## src/rtl/mem_image_loader_pkg.sv

```systemverilog
// Shared types and constants for the memory image loader.
package mem_image_loader_pkg;

  typedef enum logic [2:0] {
    ST_IDLE    = 3'd0,
    ST_LEN_HI  = 3'd1,
    ST_LEN_LO  = 3'd2,
    ST_COLLECT = 3'd3,
    ST_WRITE   = 3'd4,
    ST_CHK     = 3'd5,
    ST_DONE    = 3'd6,
    ST_ERROR   = 3'd7
  } state_t;

  // Width of the big-endian word-count header.
  localparam int LEN_WIDTH = 16;

  // MARS default segment bases (byte addresses).
  localparam logic [31:0] MARS_TEXT_BASE = 32'h00400000;
  localparam logic [31:0] MARS_DATA_BASE = 32'h10010000;

endpackage

```

## src/rtl/mem_image_loader_byte_word_packer.sv

```systemverilog
// Packs a byte stream big-endian into 32-bit words. word_ready strobes
// combinationally alongside the byte that completes a word.
module mem_image_loader_byte_word_packer (
  input  logic        clk,
  input  logic        rst,
  input  logic        clear,
  input  logic        byte_en,
  input  logic [7:0]  byte_in,
  output logic [31:0] word,
  output logic        word_ready
);

  logic [1:0] byte_cnt;

  // Shift accepted bytes in from the low end so the first byte lands in 31:24.
  always_ff @(posedge clk or posedge rst) begin
    if (rst) begin
      byte_cnt <= 2'd0;
      word     <= 32'd0;
    end else if (clear) begin
      byte_cnt <= 2'd0;
    end else if (byte_en) begin
      word     <= {word[23:0], byte_in};
      byte_cnt <= byte_cnt + 2'd1;
    end
  end

  assign word_ready = byte_en && (byte_cnt == 2'd3);

endmodule

```

## src/rtl/mem_image_loader.sv

```systemverilog
// Loads a length-prefixed byte image into memory as full-word writes while
// holding the processor in reset.
// Optional trailing XOR checksum byte: define MEM_IMAGE_LOADER_CHECKSUM_EN.
//
// state      | meaning
// -----------+-----------------------------------------------------------
// ST_IDLE    | waiting for start
// ST_LEN_HI  | receiving word count bits 15:8
// ST_LEN_LO  | receiving word count bits 7:0, range-checking the count
// ST_COLLECT | assembling the next data word from four bytes
// ST_WRITE   | single-cycle full-word memory write
// ST_CHK     | receiving and comparing the checksum byte (feature only)
// ST_DONE    | one cycle: flag success, release processor
// ST_ERROR   | one cycle: flag abort, keep processor held
module mem_image_loader
  import mem_image_loader_pkg::*;
#(
  parameter int          ADDR_WIDTH = 30,
  parameter logic [31:0] BASE_ADDR  = MARS_TEXT_BASE,
  parameter int          MAX_WORDS  = 1024
) (
  input  logic                  clk,
  input  logic                  rst,
  input  logic                  start,
  input  logic [7:0]            byte_in,
  input  logic                  byte_valid,
  output logic                  byte_ready,
  output logic                  mem_ce,
  output logic [3:0]            mem_wbe,
  output logic [ADDR_WIDTH-1:0] mem_address,
  output logic [31:0]           mem_data_out,
  output logic                  cpu_rst_hold,
  output logic                  busy,
  output logic                  done,
  output logic                  error
);

  localparam int IDX_W = $clog2(MAX_WORDS) + 1;

`ifdef MEM_IMAGE_LOADER_CHECKSUM_EN
  localparam state_t ST_AFTER_DATA = ST_CHK;
`else
  localparam state_t ST_AFTER_DATA = ST_DONE;
`endif

  state_t               state, state_nxt;
  logic [LEN_WIDTH-1:0] n_words;
  logic [LEN_WIDTH-1:0] len_rx;
  logic [LEN_WIDTH-1:0] idx_next;
  logic [IDX_W-1:0]     word_idx;
  logic                 xfer;
  logic                 pack_en;
  logic                 word_ready;
  logic [31:0]          pack_word;
`ifdef MEM_IMAGE_LOADER_CHECKSUM_EN
  logic [7:0]           csum;
`endif

  assign xfer     = byte_valid && byte_ready;
  assign pack_en  = xfer && (state == ST_COLLECT);
  assign len_rx   = {n_words[LEN_WIDTH-1:8], byte_in};
  assign idx_next = LEN_WIDTH'(word_idx) + LEN_WIDTH'(1);

  mem_image_loader_byte_word_packer u_packer (
    .clk        (clk),
    .rst        (rst),
    .clear      (state == ST_IDLE),
    .byte_en    (pack_en),
    .byte_in    (byte_in),
    .word       (pack_word),
    .word_ready (word_ready)
  );

  // State register.
  always_ff @(posedge clk or posedge rst) begin
    if (rst) state <= ST_IDLE;
    else     state <= state_nxt;
  end

  // Next-state decode and per-state handshake/write strobes.
  always_comb begin
    state_nxt  = state;
    byte_ready = 1'b0;
    mem_ce     = 1'b0;
    case (state)
      ST_IDLE: if (start) state_nxt = ST_LEN_HI;
      ST_LEN_HI: begin
        byte_ready = 1'b1;
        if (byte_valid) state_nxt = ST_LEN_LO;
      end
      ST_LEN_LO: begin
        byte_ready = 1'b1;
        if (byte_valid) begin
          if (len_rx == '0)                          state_nxt = ST_AFTER_DATA;
          else if (len_rx > LEN_WIDTH'(MAX_WORDS))   state_nxt = ST_ERROR;
          else                                       state_nxt = ST_COLLECT;
        end
      end
      ST_COLLECT: begin
        byte_ready = 1'b1;
        if (word_ready) state_nxt = ST_WRITE;
      end
      ST_WRITE: begin
        mem_ce    = 1'b1;
        state_nxt = (idx_next == n_words) ? ST_AFTER_DATA : ST_COLLECT;
      end
      ST_CHK: begin
`ifdef MEM_IMAGE_LOADER_CHECKSUM_EN
        byte_ready = 1'b1;
        if (byte_valid) state_nxt = (byte_in == csum) ? ST_DONE : ST_ERROR;
`else
        state_nxt = ST_IDLE;
`endif
      end
      ST_DONE, ST_ERROR: state_nxt = ST_IDLE;
      default:           state_nxt = ST_IDLE;
    endcase
  end

  // Load bookkeeping: header capture, word index, checksum and status levels.
  always_ff @(posedge clk or posedge rst) begin
    if (rst) begin
      n_words      <= '0;
      word_idx     <= '0;
      busy         <= 1'b0;
      done         <= 1'b0;
      error        <= 1'b0;
      cpu_rst_hold <= 1'b1;
`ifdef MEM_IMAGE_LOADER_CHECKSUM_EN
      csum         <= 8'd0;
`endif
    end else begin
      case (state)
        ST_IDLE: if (start) begin
          busy         <= 1'b1;
          cpu_rst_hold <= 1'b1;
          done         <= 1'b0;
          error        <= 1'b0;
          word_idx     <= '0;
`ifdef MEM_IMAGE_LOADER_CHECKSUM_EN
          csum         <= 8'd0;
`endif
        end
        ST_LEN_HI: if (xfer) n_words[LEN_WIDTH-1:8] <= byte_in;
        ST_LEN_LO: if (xfer) n_words[7:0] <= byte_in;
`ifdef MEM_IMAGE_LOADER_CHECKSUM_EN
        ST_COLLECT: if (xfer) csum <= csum ^ byte_in;
`endif
        ST_WRITE: word_idx <= word_idx + IDX_W'(1);
        ST_DONE: begin
          busy         <= 1'b0;
          done         <= 1'b1;
          cpu_rst_hold <= 1'b0;
        end
        ST_ERROR: begin
          busy         <= 1'b0;
          error        <= 1'b1;
          cpu_rst_hold <= 1'b1;
        end
        default: ;
      endcase
    end
  end

  assign mem_wbe      = {4{mem_ce}};
  assign mem_address  = ADDR_WIDTH'(BASE_ADDR[31:2]) + ADDR_WIDTH'(word_idx);
  assign mem_data_out = pack_word;

endmodule
```

## config.mk

```make
export PLATFORM = sky130hd
export DESIGN_NAME = mem_image_loader
export DESIGN_NICKNAME = d
export VERILOG_FILES = /design/src/rtl/mem_image_loader_pkg.sv /design/src/rtl/mem_image_loader_byte_word_packer.sv /design/src/rtl/mem_image_loader.sv
export SDC_FILE = /design/constraint.sdc
export NUM_CORES = 1
export LEC_CHECK = 0
export BUFFER_PORTS_ARGS = -buffer_cell sky130_fd_sc_hd__buf_2
export CORE_MARGIN = 2
export CORE_UTILIZATION = 49
export CTS_CLUSTER_SIZE = 16
export DETAILED_ROUTE_END_ITERATION = 10
export GPL_TIMING_DRIVEN = 0
export PLACE_DENSITY = 0.77
export SLEW_MARGIN = 20
export SYNTH_ARGS = -nofsm -noshare
export SYNTH_HDL_FRONTEND = slang
export SYNTH_HIERARCHICAL = 1
export SYNTH_SLANG_ARGS = --single-unit
export TNS_END_PERCENT = 1
```

## constraint.sdc

```tcl
create_clock -name clk -period 1.9 [get_ports clk]
set_input_delay 0.38 -clock clk [delete_from_list [all_inputs] [get_ports clk]]
set_output_delay 0.38 -clock clk [all_outputs]
set_load 0.02 [all_outputs]
```

==> results of run 1 <==
==> routing by layer <==
metal | track usage | part of all wire
met4 | 0.05834 | 0.012
met1 | 0.2700 | 0.45
met2 | 0.3284 | 0.51
met5 | 0 | 0
met3 | 0.04432 | 0.034
==> repair_timing <==
action	CTS	global route
pin swaps	2	4
hold buffers	0	0
gates resized for setup	10	10
setup buffers	5	0
endpoints found under the setup margin	9	47
==> cells in the final DEF (no fill, tap or decap), drive strengths merged, types with 3 or more instances in the layout <==
cell,count
o21ai,17
nor2,15
mux2,48
nor3,4
a21o,3
nand3,7
nor4,3
or4,3
o31ai,3
dfrtp,67
and2,5
a21oi,13
xor2,4
nand2,11
buf,101
nand2b,5
xnor2,11
inv,10
clkbuf,14
nand4,4
conb,19
==> final timing paths <==
kind	from	to	slack, ns	cells after the start
worst min register to register	busy	busy	0.50	1
worst max register to register	n_words[15]	state[0]	0.00008	5
worst max-delay path	n_words[15]	state[0]	0.00008	5
min in group clk	byte_in[5]	u_packer/word[5]	0.34	2
worst min-delay path	rst	u_packer/word[20]	0.15	2
max in group asynchronous	rst	word_idx[1]	1.19	2
==> logic make-up (layout without fill, tap and decap cells) <==
logic type,Yosys count,after routing,synth area share
AOI/OAI and AO/OA,50,50,0.08963
xor gates and xnor gates,15,15,0.03705
adders and majority gates,2,2,0.007056
buffers and inverters,44,128,0.08857
DFF,68,68,0.4802
muxes,49,49,0.1870
other,2,19,0.002118
and+or+nand+nor,67,67,0.1083
==> through the flow <==
stage               worst slack (ns)  total power, W
floorplan                    0.04175        0.004807
global placement            -0.06723        0.005499
detailed placement           -0.1030        0.005645
CTS                         -0.01295        0.006845
global route                -0.06481        0.007279
finish                    0.00007816        0.006851
==> critical path, cell delays in order, from the launching register on <==
cell     delay (ns)
dfrtp_1        0.38
or4_4          0.58
nor3_2         0.18
and4b_1        0.21
nand4_1        0.14
o31a_1         0.30
==> power breakdown <==
part	leakage, nW	internal (W)	total [W]	switching (W)
registers	0.839	0.00207	0.00259	0.000520
logic	1.23	0.00162	0.00316	0.00154
clock network	0.0897	0.000520	0.00111	0.000585
total	2.16	0.00420	0.00685	0.00265
==> final cells by class <==
cell class	count	area (µm²)
fill	619	2794
sequential	68	1705
multi-input combinational	202	1645
timing repair buffer	69	362.8
buffer	36	292.8
clock buffer	10	137.6
tap	99	123.9
clock inverter	6	46.29
inverter	7	28.78
==> state kept, by name (all words and copies together), names as in the netlist <==
register and count:
cpu_rst_hold 1, word_idx 11, n_words 16, done 1, u_packer/word 32, busy 1, error 1, u_packer/byte_cnt 2
state 3
==> metrics.csv, run 1 <==
stage,metric,value,unit
floorplanning,Initial Utilization,0.4968,
clock_tree,clk sinks,68,
timing,period utilization,1.000,
cells_and_area,nets,407,
clock_tree,H-tree depth,3,
floorplanning,Rows,31,
timing,slew of the pin with the lowest slew margin,0.7436,ns
timing,Max Fclk,526.3,MHz
pwr,peak supply drop,0.6416,mV
global_routing,vias in the first global route,2334,
cells_and_area,Ant. Diodes,0,
yosys,"Warnings, synthesis",6,
cells_and_area,area delta synth->final,22.48,%
timing,Setup Skew,0.008989,ns
outcome,status,"finished, final reports clean",
global_routing,first-pass GRT wire length,12.08,mm
timing,hold slack,0.1467,ns
clock_tree,CTS Buf Count,9,
global_routing,initial antenna violation count,0,
clock_tree,Clock Latency Late Sink,0.34,ns
timing,Final Critical Period,1.900,ns
placement,post-place instance area,4056,µm²
cells_and_area,post-route insts no fill,497,
yosys,synth unique cells,51,
yosys,most frequent cells after synthesis,"dfrtp_1, mux2_4, buf_4",
timing,final hold vios,0,
routing,post-DR vias/cell,5.058,
floorplanning,Die ar.,7933,µm²
cells_and_area,fin area,4343,µm²
yosys,synthesized cell area,3546,µm²
placement,HPWL after DPL,5.314,mm
global_routing,largest net degree at the start of global routing,35,
placement,routability cong.,0.8426,
setup_path,crit path DAT,2.12,ns
global_routing,Total Routing Usage GR,0.2007,
hold_path,Worst Hold Class,in -> async,
setup_path,CP endpoint kind,register,
clock_tree,Root Driver,clkbuf_8,
routing,Pre-antenna DRT Iters,5,
setup_path,required time worst endpoint,2.12,ns
placement,PortBufs,64,
yosys,"Seq/Total Area, Yosys",0.4802,
yosys,"top cells by area, synth","dfrtp_1, mux2_4, mux2_2",
setup_path,Crit Path Max Fanout,3,
cells_and_area,fin util,0.6085,
pwr,Power Density,1578,nW/µm²
yosys,Avg Inst Size Synth,11.94,µm²
timing,max-slew violations,0,
timing,Slew HR,0.5035,
floorplanning,Top Ports,84,
flow_run,max-cap viol count,0,
cells_and_area,layout cells sized above 1,0.4724,
routing,DR WL/cell,15.08,µm
yosys,top cell type's share of synthesized area,0.4728,
global_routing,remaining global-route overflow,0,
routing,Detailed Route Iter0 Violations,148,
yosys,Mapped Cells,297,
routing,via count,2514,
clock_tree,clk buf depth,2,
floorplanning,Die Y,89.07,µm
yosys,Yosys reg bits,68,
setup_path,crit start category,register,
timing,unrepaired setup endpoints after global routing,true,
routing,DRC,0,
yosys,Post-synth EDFFs,0,
yosys,Async SR Flop Fraction,1.000,
floorplanning,core area,7137,µm²
yosys,ys flop type,dfrtp_1,
timing,Setup Total Neg Slack,0,ns
placement,Placed Cells,477,
floorplanning,die width,89.07,µm
clock_tree,CTS tree,built,
clock_tree,Clock transition at path regs,0.08,ns
routing,Antenna Violating Nets Remaining,0,
setup_path,crit path kind,reg -> reg,
timing,Final Setup Violations,0,
pwr,Lkg Pwr,2.161,nW
yosys,cell accounting for the most synthesized area,dfrtp_1,
yosys,most frequent cell after synthesis,dfrtp_1,
routing,Post-Route WL,7.495,mm
Power figures use the tool's default switching activity.
==> inputs of run 2 (changes only) <==
--- a/config.mk
+++ b/config.mk
@@ -7,14 +7,13 @@
 export LEC_CHECK = 0
 export BUFFER_PORTS_ARGS = -buffer_cell sky130_fd_sc_hd__buf_2
 export CORE_MARGIN = 2
-export CORE_UTILIZATION = 49
+export CORE_UTILIZATION = 48
 export CTS_CLUSTER_SIZE = 16
 export DETAILED_ROUTE_END_ITERATION = 10
 export GPL_TIMING_DRIVEN = 0
-export PLACE_DENSITY = 0.77
+export PLACE_DENSITY = 0.76
 export SLEW_MARGIN = 20
 export SYNTH_ARGS = -nofsm -noshare
 export SYNTH_HDL_FRONTEND = slang
-export SYNTH_HIERARCHICAL = 1
 export SYNTH_SLANG_ARGS = --single-unit
 export TNS_END_PERCENT = 1
==> run 2 against run 1 <==
Compared with the run above:
- the run now ends with negative setup slack left
- sequential share of layout area rose by 0.92 points
- sequential power fell by 3%
- routed wire length fell by 3.3%
- combinational power fell by 7.9%
- design area fell by 2.4%
- cell count rose by 1.4%
- register-to-register slack got worse by 0.10 ns
- first-iteration DRC count fell by 5.4%
- global-route usage fell by 0.53 points
- flip-flop and latch count did not move
- critical path type unchanged
- largest cell class unchanged
- largest power group unchanged
==> metrics.csv, run 2 <==
stage,metric,value,unit
floorplanning,die width,88.71,µm
setup_path,Crit Path Max Fanout,2,
setup_path,crit start category,register,
floorplanning,core area,6869,µm²
yosys,"top cells by area, synth","dfrtp_1, mux2_2, buf_4",
yosys,most frequent cells after synthesis,"dfrtp_1, mux2_2, buf_4",
global_routing,Total Routing Usage GR,0.1954,
global_routing,vias in the first global route,2466,
floorplanning,Die ar.,7869,µm²
cells_and_area,nets,418,
setup_path,R2R Setup Slk,-0.10,ns
timing,slew of the pin with the lowest slew margin,0.6267,ns
setup_path,crit path DAT,2.23,ns
pwr,peak supply drop,0.9338,mV
setup_path,required time worst endpoint,2.13,ns
cells_and_area,layout cells sized above 1,0.4265,
timing,max-slew violations,0,
setup_path,worst r2r src,n_words[13],
yosys,ys flop type,dfrtp_1,
routing,Pre-antenna DRT Iters,4,
routing,Post-Route WL,7.245,mm
cells_and_area,fin area,4240,µm²
setup_path,crit path kind,reg -> reg,
flow_run,max-cap viol count,0,
timing,Slew HR,0.5799,
floorplanning,Top Ports,84,
cells_and_area,Ant. Diodes,0,
timing,final hold vios,0,
hold_path,Worst Hold Class,in -> async,
clock_tree,H-tree depth,3,
yosys,Post-synth EDFFs,0,
clock_tree,Root Driver,clkbuf_8,
clock_tree,hold buffer count at cts,0,
setup_path,R2R cell count,5,
yosys,top cell type's share of synthesized area,0.4867,
cells_and_area,post-route insts no fill,504,
clock_tree,clk sinks,68,
routing,Detailed Route Iter0 Violations,140,
clock_tree,Clock transition at path regs,0.07,ns
global_routing,first-pass GRT wire length,11.74,mm
yosys,Yosys reg bits,68,
clock_tree,CTS Buf Count,9,
timing,Final Critical Period,2.001,ns
yosys,Mapped Cells,309,
timing,Setup Total Neg Slack,-0.1359,ns
yosys,most frequent cell after synthesis,dfrtp_1,
yosys,cell accounting for the most synthesized area,dfrtp_1,
routing,Antenna Violating Nets Remaining,0,
routing,DRC,0,
yosys,"Seq/Total Area, Yosys",0.4944,
floorplanning,Die Y,88.71,µm
routing,post-DR vias/cell,5.149,
yosys,synthesized cell area,3445,µm²
placement,pre-CTS setup slack,-0.3386,ns
cells_and_area,"commonest non-fill, non-tap cells in the layout","dfrtp_1, buf_2, mux2_2, buf_4, o21ai_0",
clock_tree,clk buf depth,2,
clock_tree,CTS tree,built,
global_routing,largest net degree at the start of global routing,34,
timing,Final WS setup,-0.1012,ns
pwr,Power Density,1539,nW/µm²
timing,Final Setup Violations,2,
cells_and_area,area delta synth->final,23.10,%
yosys,Async SR Flop Fraction,1.000,
floorplanning,Rows,30,
setup_path,CP endpoint kind,register,
pwr,Lkg Pwr,2.020,nW
placement,PortBufs,64,
yosys,synth unique cells,52,
timing,unrepaired setup endpoints after global routing,true,
cells_and_area,max reg flops,32,
yosys,"Warnings, synthesis",0,
floorplanning,Initial Utilization,0.5015,
outcome,violated checks,negative setup slack,
placement,routability cong.,0.8366,
timing,period utilization,1.053,
placement,post-place instance area,4001,µm²
cells_and_area,biggest regs,"u_packer.word (32), n_words (16), word_idx (11)",
timing,Max Fclk,499.7,MHz
cells_and_area,"most common cell after layout, fill and taps aside",dfrtp_1,
clock_tree,Clock Latency Late Sink,0.34,ns
setup_path,r2r endpoint,state[0],
routing,DR WL/cell,14.38,µm
global_routing,initial antenna violation count,0,
placement,HPWL after DPL,5.396,mm
timing,Setup Skew,0.008277,ns
placement,Placed Cells,488,
cells_and_area,largest register by flop count,u_packer.word,
yosys,Avg Inst Size Synth,11.15,µm²
outcome,status,"complete, but fails checks",
global_routing,remaining global-route overflow,0,
routing,via count,2595,
timing,hold slack,0.04957,ns
-- run 2: cell types whose count changed after synthesis, sizes merged, moves of 3 or more --
cell	delta
nor3b	+3
buf	-6
clkbuf	+9
nor3	-3
a22o	+3
nand2b	-3
nand4	+3
o21ai	+6
nor2	-3
and2	-3
xor2	+3
xnor2	-4
-- run 2: where the power goes --
group	switching [W]	internal [W]
Sequential	0.000437	0.00206
Combinational	0.00160	0.00130
Clock	0.000526	0.000594
Total	0.00257	0.00396
-- run 2: stage by stage --
step	utilization	total power [W]
detailed placement	0.5825	0.005344
floorplan	-	0.004506
global route	0.6173	0.006944
global placement	0.5756	0.005212
CTS	0.6166	0.006553
finish	0.6173	0.006527
-- run 2: layout make-up --
class,count,area [µm²]
fillers,591,2629
flip-flops and latches,68,1704
multi-input cells,209,1554
repair buffers,70,397.9
plain buffers,37,242.7
clock buffers,10,127.6
well taps,96,120.1
clock inverters,5,53.80
inverters,9,40.04
-- run 2: how the worst max path moves through the flow --
stage / start / end / slack (ns) / cells after the start
3_3_place_gp: word_idx[1] / state[0] / -0.32 / 7
2_1_floorplan: word_idx[1] / state[0] / -0.20 / 7
3_5_place_dp: word_idx[1] / state[0] / -0.34 / 7
5_1_grt: word_idx[3] / state[0] / -0.19 / 6
6_report: n_words[13] / state[0] / -0.10 / 5
4_1_cts: n_words[13] / state[0] / -0.1 / 5
-- run 2: cells by family after synthesis --
| family | after synthesis | share of synthesized area |
|---|---|---|
| other | 2 | 0.002180 |
| multiplexers | 48 | 0.1566 |
| adder cells (fa/ha/maj) | 2 | 0.007264 |
| flip-flops | 68 | 0.4944 |
| XOR/XNOR | 14 | 0.03560 |
| buffers and inverters | 49 | 0.08173 |
| AND/OR/NAND/NOR | 63 | 0.1039 |
| AO/OA/AOI/OAI | 63 | 0.1184 |
-- run 2: worst max-delay path, cell delays in order, from the launching register on --
cell       delay [ns]
dfrtp_1          0.38
or3_4            0.40
or4_4            0.53
a2111oi_4        0.22
o2111ai_2        0.18
a21o_1           0.19
-- run 2: repair_timing --
action,CTS,global route
setup endpoints to repair,14,52
pin swaps,2,0
endpoints found under the hold margin,0,0
buffers inserted,4,0
gates resized for setup,10,7
-- run 2: routing by layer --
| metal | GRT usage | share of wire | vias to the layer above | wire length (µm) |
|---|---|---|---|---|
| met5 | 0 | 0 | - | 0 |
| met4 | 0.08953 | 0.021 | 0 | 151 |
| met3 | 0.03731 | 0.033 | 14 | 237 |
| met2 | 0.3189 | 0.49 | 56 | 3516 |
| met1 | 0.2521 | 0.46 | 1268 | 3339 |
| li1 | - | - | 1257 | - |
==> inputs of run 3 (changes only) <==
--- a/config.mk
+++ b/config.mk
@@ -7,11 +7,11 @@
 export LEC_CHECK = 0
 export BUFFER_PORTS_ARGS = -buffer_cell sky130_fd_sc_hd__buf_2
 export CORE_MARGIN = 2
-export CORE_UTILIZATION = 48
+export CORE_UTILIZATION = 50
 export CTS_CLUSTER_SIZE = 16
 export DETAILED_ROUTE_END_ITERATION = 10
 export GPL_TIMING_DRIVEN = 0
-export PLACE_DENSITY = 0.76
+export PLACE_DENSITY = 0.75
 export SLEW_MARGIN = 20
 export SYNTH_ARGS = -nofsm -noshare
 export SYNTH_HDL_FRONTEND = slang
==> constraint.sdc (replaced) <==
create_clock -name clk -period 2.5 [get_ports clk]
set_input_delay 0.5 -clock clk [delete_from_list [all_inputs] [get_ports clk]]
set_output_delay 0.5 -clock clk [all_outputs]
set_load 0.02 [all_outputs]
==> run 3 against run 2 <==
Compared with the run above:
- the run now ends clean
- register-to-register slack improved by 0.35 ns
- routed wire length fell by 1.9%
- power fell by 26%
- design area fell by 2.5%
- clock power fell by 27%
- first-iteration DRC count fell by 8.6%
- die area fell by 3.8%
- non-clock buffer count fell by 3
- flip-flop and latch count did not move
- critical path depth rose by 1
- sequential share of layout area rose by 1.0 points
- clock skew barely moved
- critical endpoint unchanged
- largest cell class unchanged
==> metrics.csv, run 3 (same netlist as run 2, synthesis figures left out) <==
stage,metric,value,unit
clock_tree,CTS Buf Count,9,
floorplanning,Top Ports,84,
setup_path,crit start category,register,
cells_and_area,fin util,0.6151,
placement,routability cong.,0.8746,
pwr,Power Density,1169,nW/µm²
timing,unrepaired setup endpoints after global routing,false,
timing,slew of the pin with the lowest slew margin,0.7982,ns
cells_and_area,max reg flops,32,
outcome,status,"finished, final reports clean",
flow_run,max-cap viol count,0,
setup_path,cell family with most CP delay,compound AO/OA/AOI/OAI gates,
floorplanning,die width,87,µm
placement,HPWL after DPL,5.318,mm
setup_path,max incr delay on CP,0.49,ns
routing,Post-Route WL,7.104,mm
setup_path,crit path cell chain,ha_1 -> and3_1 -> nand4_1 -> a2111oi_4 -> o2111ai_1 -> a21o_1,
clock_tree,Clock Latency Late Sink,0.34,ns
timing,Slew HR,0.4659,
timing,Final Setup Violations,0,
cells_and_area,layout cells sized above 1,0.3926,
clock_tree,CTS tree,built,
routing,DR WL/cell,14.65,µm
clock_tree,H-tree depth,3,
cells_and_area,largest register by flop count,u_packer.word,
pwr,peak supply drop,0.7133,mV
cells_and_area,"commonest non-fill, non-tap cells in the layout","dfrtp_1, buf_2, mux2_2, buf_4, o21ai_0",
setup_path,crit path kind,reg -> reg,
global_routing,Total Routing Usage GR,0.2028,
timing,Max Fclk,444.4,MHz
placement,post-place instance area,3959,µm²
timing,final hold vios,0,
setup_path,worst path bufs/invs,0,
setup_path,required time worst endpoint,2.73,ns
setup_path,Crit Path Max Fanout,8,
global_routing,remaining global-route overflow,0,
placement,Placed Cells,471,
floorplanning,Rows,30,
timing,max-slew violations,0,
setup_path,"Slowest-stage cell, CP",dfrtp_1,
floorplanning,core area,6719,µm²
global_routing,largest net degree at the start of global routing,52,
clock_tree,Clock transition at path regs,0.07,ns
placement,PortBufs,64,
routing,Pre-antenna DRT Iters,4,
timing,Final WS setup,0.2498,ns
clock_tree,Root Driver,clkbuf_8,
cells_and_area,biggest regs,"u_packer.word (32), n_words (16), word_idx (11)",
routing,post-DR vias/cell,5.320,
clock_tree,clk sinks,68,
cells_and_area,"most common cell after layout, fill and taps aside",dfrtp_1,
setup_path,CP endpoint kind,register,
placement,pre-CTS setup slack,0.1373,ns
routing,DRC,0,
setup_path,crit path DAT,2.48,ns
hold_path,Worst Hold Class,in -> async,
timing,Final Critical Period,2.250,ns
cells_and_area,fin area,4133,µm²
global_routing,vias in the first global route,2466,
cells_and_area,area delta synth->final,19.98,%
cells_and_area,nets,415,
clock_tree,clk buf depth,2,
global_routing,first-pass GRT wire length,12.00,mm
timing,Setup Skew,0.008485,ns
routing,Detailed Route Iter0 Violations,128,
cells_and_area,Ant. Diodes,0,
cells_and_area,post-route insts no fill,485,
floorplanning,Die Y,87,µm
routing,via count,2580,
global_routing,initial antenna violation count,0,
routing,Antenna Violating Nets Remaining,0,
clock_tree,Post-CTS Setup Bufs,0,
pwr,Lkg Pwr,1.976,nW
floorplanning,Die ar.,7569,µm²
timing,period utilization,0.9001,
floorplanning,Initial Utilization,0.5127,
[run 3: final timing paths]
kind | slack [ns] | to | depth (start not counted) | start
setup / recovery | 0.25 | state[0] | 6 | word_idx[0]
hold / removal | 0.09 | u_packer.word[30] | 2 | rst
setup reg to reg | 0.25 | state[0] | 6 | word_idx[0]
hold reg to reg | 0.50 | u_packer.word[29] | 1 | u_packer.word[29]
max in group asynchronous | 1.88 | n_words[2] | 3 | rst
min in group clk | 0.45 | u_packer.word[5] | 2 | byte_in[5]
[run 3: power by group]
part / internal, W / switching, W / leakage (nW)
clock: 0.000405 / 0.000408 / 0.0872
sequential: 0.00156 / 0.000331 / 0.843
combinational: 0.000946 / 0.00118 / 1.05
[run 3: cell type report]
class                   count  area (µm²)
clock buffers              11       151.4
well taps                  80       100.1
inverters                   9       36.28
fillers                   583        2586
flip-flops and latches     68        1703
repair buffers             65       347.8
clock inverters             4       25.02
plain buffers              39       244.0
multi-input cells         209        1525
[run 3: layer usage]
metal	vias up	wire length, µm	GRT usage
li1	1247	-	-
met1	1263	3232	0.2719
met2	62	3509	0.3317
met3	8	285	0.03791
met4	0	76	0.06818
met5	-	0	0
[run 3: per-stage QoR]
| step | setup TNS, ns | hold WS [ns] | total power [W] |
|---|---|---|---|
| 3_3_place_gp | -35.68 | 0.4798 | 0.003970 |
| 5_1_grt | 0 | 0.1029 | 0.005149 |
| 2_1_floorplan | 0 | 0.4721 | 0.003422 |
| 3_5_place_dp | 0 | 0.4624 | 0.004054 |
| 4_1_cts | 0 | 0.09373 | 0.004862 |
| 6_report | 0 | 0.09388 | 0.004831 |
[run 3: worst reg2reg max path, stage by stage, from the launching register on]
cell and delay, ns:
dfrtp_1 0.49, ha_1 0.35, and3_1 0.30, nand4_1 0.18, a2111oi_4 0.40, o2111ai_1 0.21, a21o_1 0.22
[run 3: timing repair]
item | CTS | global route
endpoints found under the setup margin | 0 | 2
gates resized for setup | 0 | 1
hold buffers | 0 | 0
